==> src/rtl/kbd_scan_ctrl.sv <==
// kbd_scan_ctrl: PS/2 set-2 scan byte sequencer.
// Strips E0/F0 prefixes, tracks the single held key, filters typematic repeats
// and keeps a two-digit BCD count of distinct presses.
module kbd_scan_ctrl #(
  parameter int TIMEOUT          = 1000000,
  parameter bit CLEAR_ON_RELEASE = 1'b1
) (
  input  logic       clk,
  input  logic       rst,
  input  logic [7:0] data_in,
  input  logic       data_valid,
  output logic       data_ready,
  output logic [7:0] key_code,
  output logic       key_ext,
  output logic       key_held,
  output logic       press_pulse,
  output logic       release_pulse,
  output logic [7:0] press_cnt
);

  localparam int TW = (TIMEOUT > 2) ? $clog2(TIMEOUT) : 1;
  localparam logic [TW-1:0] TMR_LAST = TW'(TIMEOUT - 1);

  typedef enum logic [1:0] {IDLE, EXT, BRK, EXT_BRK} state_t;

  state_t        state, nxt_state;
  logic [7:0]    pend;
  logic [7:0]    code_int;
  logic [TW-1:0] tmr;
  logic          accept;
  logic          do_make, do_brk, dec_ext, match;

  // data_ready low means a byte sits in pend and is decoded this cycle
  assign accept = data_valid && data_ready;
  assign match  = key_held && (code_int == pend) && (key_ext == dec_ext);

  function automatic logic [7:0] bcd_inc(input logic [7:0] v);
    if (v[3:0] == 4'd9)
      bcd_inc = (v[7:4] == 4'd9) ? 8'h00 : {v[7:4] + 4'd1, 4'h0};
    else
      bcd_inc = {v[7:4], v[3:0] + 4'd1};
  endfunction

  // decode of the pending byte against the current prefix state
  always_comb begin
    nxt_state = state;
    do_make   = 1'b0;
    do_brk    = 1'b0;
    dec_ext   = 1'b0;
    if (!data_ready) begin
      case (state)
        IDLE: begin
          if (pend == 8'hE0)      nxt_state = EXT;
          else if (pend == 8'hF0) nxt_state = BRK;
          else                    do_make   = 1'b1;
        end
        EXT: begin
          dec_ext = 1'b1;
          if (pend == 8'hE0)      nxt_state = EXT;
          else if (pend == 8'hF0) nxt_state = EXT_BRK;
          else begin
            do_make   = 1'b1;
            nxt_state = IDLE;
          end
        end
        BRK: begin
          do_brk    = 1'b1;
          nxt_state = IDLE;
        end
        default: begin
          dec_ext   = 1'b1;
          do_brk    = 1'b1;
          nxt_state = IDLE;
        end
      endcase
    end
  end

  // handshake, prefix FSM, prefix timeout and held-key bookkeeping
  always_ff @(posedge clk or posedge rst) begin
    if (rst) begin
      state         <= IDLE;
      pend          <= 8'h00;
      tmr           <= '0;
      data_ready    <= 1'b1;
      code_int      <= 8'h00;
      key_ext       <= 1'b0;
      key_held      <= 1'b0;
      press_pulse   <= 1'b0;
      release_pulse <= 1'b0;
      press_cnt     <= 8'h00;
    end else begin
      press_pulse   <= 1'b0;
      release_pulse <= 1'b0;

      if (accept) begin
        pend       <= data_in;
        data_ready <= 1'b0;
      end else if (!data_ready) begin
        data_ready <= 1'b1;
      end

      // a stale prefix is dropped; an accept on the same edge wins
      if (state == IDLE || accept) begin
        tmr <= '0;
      end else if (tmr == TMR_LAST) begin
        tmr <= '0;
        if (data_ready) state <= IDLE;
      end else begin
        tmr <= tmr + 1'b1;
      end

      if (!data_ready) state <= nxt_state;

      if (do_make && !match) begin
        code_int    <= pend;
        key_ext     <= dec_ext;
        key_held    <= 1'b1;
        press_pulse <= 1'b1;
        press_cnt   <= bcd_inc(press_cnt);
      end

      if (do_brk) begin
        release_pulse <= 1'b1;
        if (match) begin
          key_held <= 1'b0;
          if (CLEAR_ON_RELEASE) key_ext <= 1'b0;
        end
      end
    end
  end

  assign key_code = (CLEAR_ON_RELEASE && !key_held) ? 8'h00 : code_int;

endmodule

==> config.mk <==
export PLATFORM = sky130hd
export DESIGN_NAME = kbd_scan_ctrl
export DESIGN_NICKNAME = d
export VERILOG_FILES = /design/src/rtl/kbd_scan_ctrl.sv
export SDC_FILE = /design/constraint.sdc
export NUM_CORES = 1
export LEC_CHECK = 0
export ABC_AREA = 0
export CAP_MARGIN = 15
export CORE_ASPECT_RATIO = 0.7
export CORE_MARGIN = 2
export CORE_UTILIZATION = 50
export CTS_CLUSTER_DIAMETER = 80
export DETAILED_ROUTE_END_ITERATION = 8
export PLACE_DENSITY = 0.73
export SYNTH_ARGS = -nofsm -noshare
export SYNTH_HDL_FRONTEND = slang
export SYNTH_SLANG_ARGS = --single-unit
export TNS_END_PERCENT = 5
==> constraint.sdc <==
create_clock -name clk -period 2 [get_ports clk]
set_clock_uncertainty 0.05 [all_clocks]
set_input_delay 0.4 -clock clk [delete_from_list [all_inputs] [get_ports clk]]
set_output_delay 0.4 -clock clk [all_outputs]
set_load 0.02 [all_outputs]
==> metrics, run 1 <==
flop and latch count out of synthesis=51; Synth area leader=dfrtp_1; minimum clock period=1963 ps; largest net degree at the start of global routing=52; hold crit path type=primary input to async pin; GP Congestion=0.7856; routed length per instance=14.14 um; RSZ-0062 raised after global routing=yes; number of synthesized flops with an enable pin=0; fin nets=280; Slew Viols, Final=0; number of global-route vias before repair=1663; clock buffer depth=2; GRT Overall Usage=0.1888; critical path peak fanout=10; Initial Util=0.5151; critical path required time=1550 ps; Post-DP HPWL=3375 um; sequential-to-total area share from yosys stat=0.5215; Core Region=4756 sq um; Root Driver=clkbuf_8; drt first pass iters=4; flop2flop setup slack=100 ps; Max Cap Violations=0; Tcrit/Tclk final=0.9813; total power=0.002823 W; # hold bufs at CTS=0; Final setup viols=0; Diodes inserted=0; Multi-input gate area=1144 sq um; largest family of logic cells by synthesized area=simple AND/OR/NAND/NOR gates; Chip Width=87.67 um; global route total overflow=0; DRC Markers=0; leakage=1.312 nW; Post-synth top cells=dfrtp_1, nor2_1, xor2_1; post-synth top area share=0.5107; synth warn=0; Area contributors post-synth=dfrtp_1, xor2_1, xnor2_1; I/O Buffers=31; simple-gate portion of the synthesized area=0.2217; Max VDD drop=471.6 uV; WL final=4781 um; clock slew at reported path FFs=90 ps; sequential cell area=1279 sq um; Die ar.=5485 sq um; Area Overhead vs Synth=25.23%; Pwr Density=920.1 nW/um^2; cell with the most instances after synthesis=dfrtp_1; Clk Latency, worst-skew pair=300 ps; pre-CTS WS=107.8 ps; CP Launch Type=flop; Max Freq=0.5095 GHz; Post-Syn Area=2450 sq um; Synth Area in XOR/XNOR=0.1108; layout cells sized above 1=0.1487; Via density=5.257; first-pass GRT wire length=8038 um; design area=3068 sq um; hold slack=400.1 ps; outcome=completed; Post-DP Area=2924 sq um; asr flop ratio synth=1.000; Final Hold Viols=0; clk sinks=51; vias=1777; relative slew slack=0.7505; crit path DAT=1510 ps; number of CTS-inserted buffers=5; final antenna-violating net count=0; critical path capture point type=output port; die height=62.57 um; Post-Synth Adder-Cell Area=0.005107; initial drt markers=73; row count=21; initial antenna violation count=0; FILL cells=388; Synth Area in Compound Gates=0.04699; Setup CP Type=flop to output port; syn_nets=232; Slew @ Worst Pin=373.3 ps; H-tree depth=2; multiplexer share of the synthesized area=0.08223; worst setup margin=37.44 ps; mean post-synth cell area=11.14 sq um; CTS tree=built; Syn Inst Count=220; post-synthesis cell type count=42; prevailing post-synth register cell=dfrtp_1; num ports=32
[cell families after synthesis]
logic type,after synthesis
XOR/XNOR,31
adder cells (fa/ha/maj),1
AND/OR/NAND/NOR,98
buffers and inverters,6
multiplexers,18
AO/OA/AOI/OAI,15
flip-flops,51
[sequential cells by signal, summed over array words and instances, names as in the netlist]
name,cells
tmr,20
release_pulse,1
key_held,1
state,2
key_ext,1
code_int,8
press_cnt,8
press_pulse,1
data_ready,1
pend,8
[final cells by class]
| type | instances | share of cell area |
|---|---|---|
| Multi-Input combinational cell | 163 | 0.3728 |
| Tap cell | 69 | 0.02814 |
| Clock buffer | 6 | 0.02692 |
| Clock inverter | 2 | 0.01142 |
| Sequential cell | 51 | 0.4168 |
| Timing Repair Buffer | 44 | 0.1403 |
| Inverter | 3 | 0.003670 |
[layer usage]
metal	global-route usage	routed length, um	vias up
met2	0.2604	2032	36
met3	0.05284	183	4
met1	0.2922	2526	876
li1	-	-	861
met4	0.04615	40	0
met5	0	0	-
[cells in the final DEF, fill, tap and decap left out, types with 2 or more instances in the layout]
master,count
dfrtp_1,49
nor2_1,26
clkdlybuf4s50_1,24
xor2_1,16
xnor2_1,15
nand2_1,15
nand3_1,13
buf_4,12
mux2_2,10
and2_1,9
mux2_1,7
nand4_1,6
clkbuf_8,6
nor2b_1,5
o21ai_0,5
dlymetal6s2s_1,5
and3_1,4
nor4_1,3
nor3b_1,3
nor3_1,3
inv_1,2
o311ai_0,2
dlygate4sd2_1,2
[final timing paths]
check                             startpoint            to  depth (start not counted)
worst max-delay path                key_held   key_code[0]                          2
worst min-delay path                     rst  press_cnt[7]                          3
worst max register to register       pend[2]  press_cnt[1]                          6
worst min register to register  press_cnt[4]  press_cnt[4]                          1
max in group asynchronous                rst    data_ready                          3
min in group clk                press_cnt[4]  press_cnt[4]                          1
[metrics by stage]
| step | TNS, ps | util | std cells |
|---|---|---|---|
| 4_1_cts | 0 | 0.6393 | 336 |
| 5_1_grt | -93.65 | 0.6451 | 338 |
| 2_1_floorplan | 0 | - | 220 |
| 3_3_place_gp | 0 | 0.6148 | 328 |
| 6_report | 0 | 0.6451 | 338 |
| 3_5_place_dp | 0 | 0.6148 | 328 |
[worst max-delay path: stages, from the launching register on]
cell and delay, ps:
dfrtp_2 450, and2_1 160, clkdlybuf4s50_1 610
[where the power goes]
part / switching, W / internal, W
logic: 0.000358 / 0.000401
clock network: 0.000335 / 0.000405
registers: 0.000158 / 0.00117
[timing repair]
action                     4_1_cts  5_1_grt
pin swaps                        0        2
hold endpoints to repair         0        0
setup endpoints to repair        9       11
gates resized for setup          3        5
setup buffers                    0        2
(Power assumes the default switching activity.)
==> inputs of run 2 (changes only) <==
clock period = 2.2 ns   (was 2 ns; I/O delays follow)
==> metrics, run 2 (same netlist as run 1, synthesis figures left out) <==
Chip Width=87.67 um; Largest Register=tmr; Tcrit/Tclk final=0.9431; Slew Viols, Final=0; critical path capture point type=output port; worst path bufs/invs=1; largest stage delay on the critical path=660 ps; relative slew slack=0.4839; RSZ-0062 raised after global routing=no; Final Hold Viols=0; number of global-route vias before repair=1682; clock buffer depth=2; outcome=completed; crit path DAT=1580 ps; Max Freq=0.4820 GHz; Register-to-Register Path Depth=6; Via density=5.239; hold crit path type=primary input to async pin; flop2flop setup slack=160 ps; Root Driver=clkbuf_8; RR Endpoint=press_cnt[1]; setup TNS=0 ps; critical path required time=1710 ps; commonest non-fill, non-tap cell in the layout=dfrtp_1; metal3 WL=199 um; crit path cell chain=clkdlybuf4s50_1; DRC Markers=0; Initial Util=0.5151; WL met2=1879 um; initial antenna violation count=0; final antenna-violating net count=0; largest net degree at the start of global routing=52; fin nets=272; num ports=32; # hold bufs at CTS=0; GRT Overall Usage=0.1881; Max Cap Violations=0; design area=2969 sq um; commonest cells after routing, fill and taps aside=dfrtp_1, clkdlybuf4s50_1, nor2_1, xor2_1; Post-DP Area=2879 sq um; Area Overhead vs Synth=21.20%; Die ar.=5485 sq um; clock slew at reported path FFs=90 ps; Post-DP HPWL=3201 um; CTS tree=built; Core Region=4756 sq um; die height=62.57 um; Max VDD drop=513.8 uV; Clk Latency, worst-skew pair=300 ps; Slew @ Worst Pin=773.7 ps; first-pass GRT wire length=8079 um; CP Launch Type=flop; Final setup viols=0; WL final=4431 um; Setup CP Type=flop to output port; RR Startpoint=data_ready; row count=21; I/O Buffers=31; critical path's slowest cell=clkdlybuf4s50_1; max FFs per register=20; leakage=1.202 nW; global route total overflow=0; minimum clock period=2075 ps; drt first pass iters=4; placed insts=322; delay-heaviest family, CP=buffers and inverters; vias=1729; clk sinks=51; routed length per instance=13.43 um; layout cells sized above 1=0.1226; final cell count without fillers=330; initial drt markers=90; critical path peak fanout=9; Pwr Density=814.6 nW/um^2; Post-CTS Setup Inserts=0; GP Congestion=0.7500; number of CTS-inserted buffers=5; H-tree depth=2; Diodes inserted=0; top sig layer=met4; DRT met1 WL=2298 um
==> run 2: cell types whose count changed in the layout (fill, tap and decap cells not counted) <==
cell / previous run / this run
dlymetal6s2s_1: 5 / 0
clkbuf_8: 6 / 5
clkinvlp_4: 0 / 2
dlygate4sd2_1: 2 / 0
buf_4: 12 / 4
clkdlybuf4s50_1: 24 / 31
bufinv_16: 1 / 0
==> run 2: final cells by class <==
class	count	area [sq um]
well taps	69	86.33
inverters	3	11.26
fillers	399	1787
clock inverters	3	20.02
multi-input cells	163	1144
repair buffers	36	360.3
flip-flops and latches	51	1279
clock buffers	5	68.82
==> run 2: worst min-delay path: cells and delay by family <==
| family | cells | cell delay (ps) |
|---|---|---|
| buffers and inverters | 3 | 730 |
==> run 2: worst max-delay path by stage <==
stage	depth (start not counted)	start	slack, ps	endpoint
after floorplan	7	data_ready	210	press_cnt[2]
after detailed placement	6	data_ready	180	press_cnt[1]
after CTS	2	key_held	60	key_code[4]
after global routing	6	data_ready	30	press_cnt[1]
after global placement	6	data_ready	240	press_cnt[1]
final	1	data_ready	130	data_ready
==> run 2: per-layer routing <==
metal  global-route usage  vias to the layer above
met1               0.2951                      844
li1                     -                      844
met4              0.06346                        0
met5                    0                        -
met3              0.04756                        4
met2               0.2509                       37
==> run 2: what timing repair did <==
action | 4_1_cts | 5_1_grt
gates resized for setup | 0 | 1
endpoints found under the hold margin | 0 | 0
setup endpoints to repair | 0 | 5
==> run 2: where the power goes <==
group          total, W  switching [W]  internal (W)
Sequential      0.00120       0.000141       0.00106
Combinational  0.000688       0.000318      0.000370
Clock          0.000531       0.000309      0.000222
Total           0.00242       0.000768       0.00165
==> run 2: stage by stage <==
stage	setup slack, ps	hold WS (ps)	utilization	total power [W]
final	125.2	436.0	0.6243	0.002419
after global routing	30.20	477.7	0.6243	0.002566
after CTS	55.20	442.2	0.6240	0.002449
after detailed placement	178.4	429.6	0.6054	0.001916
after global placement	236.8	425.5	0.6054	0.001902
after floorplan	211.0	424.2	-	0.001611
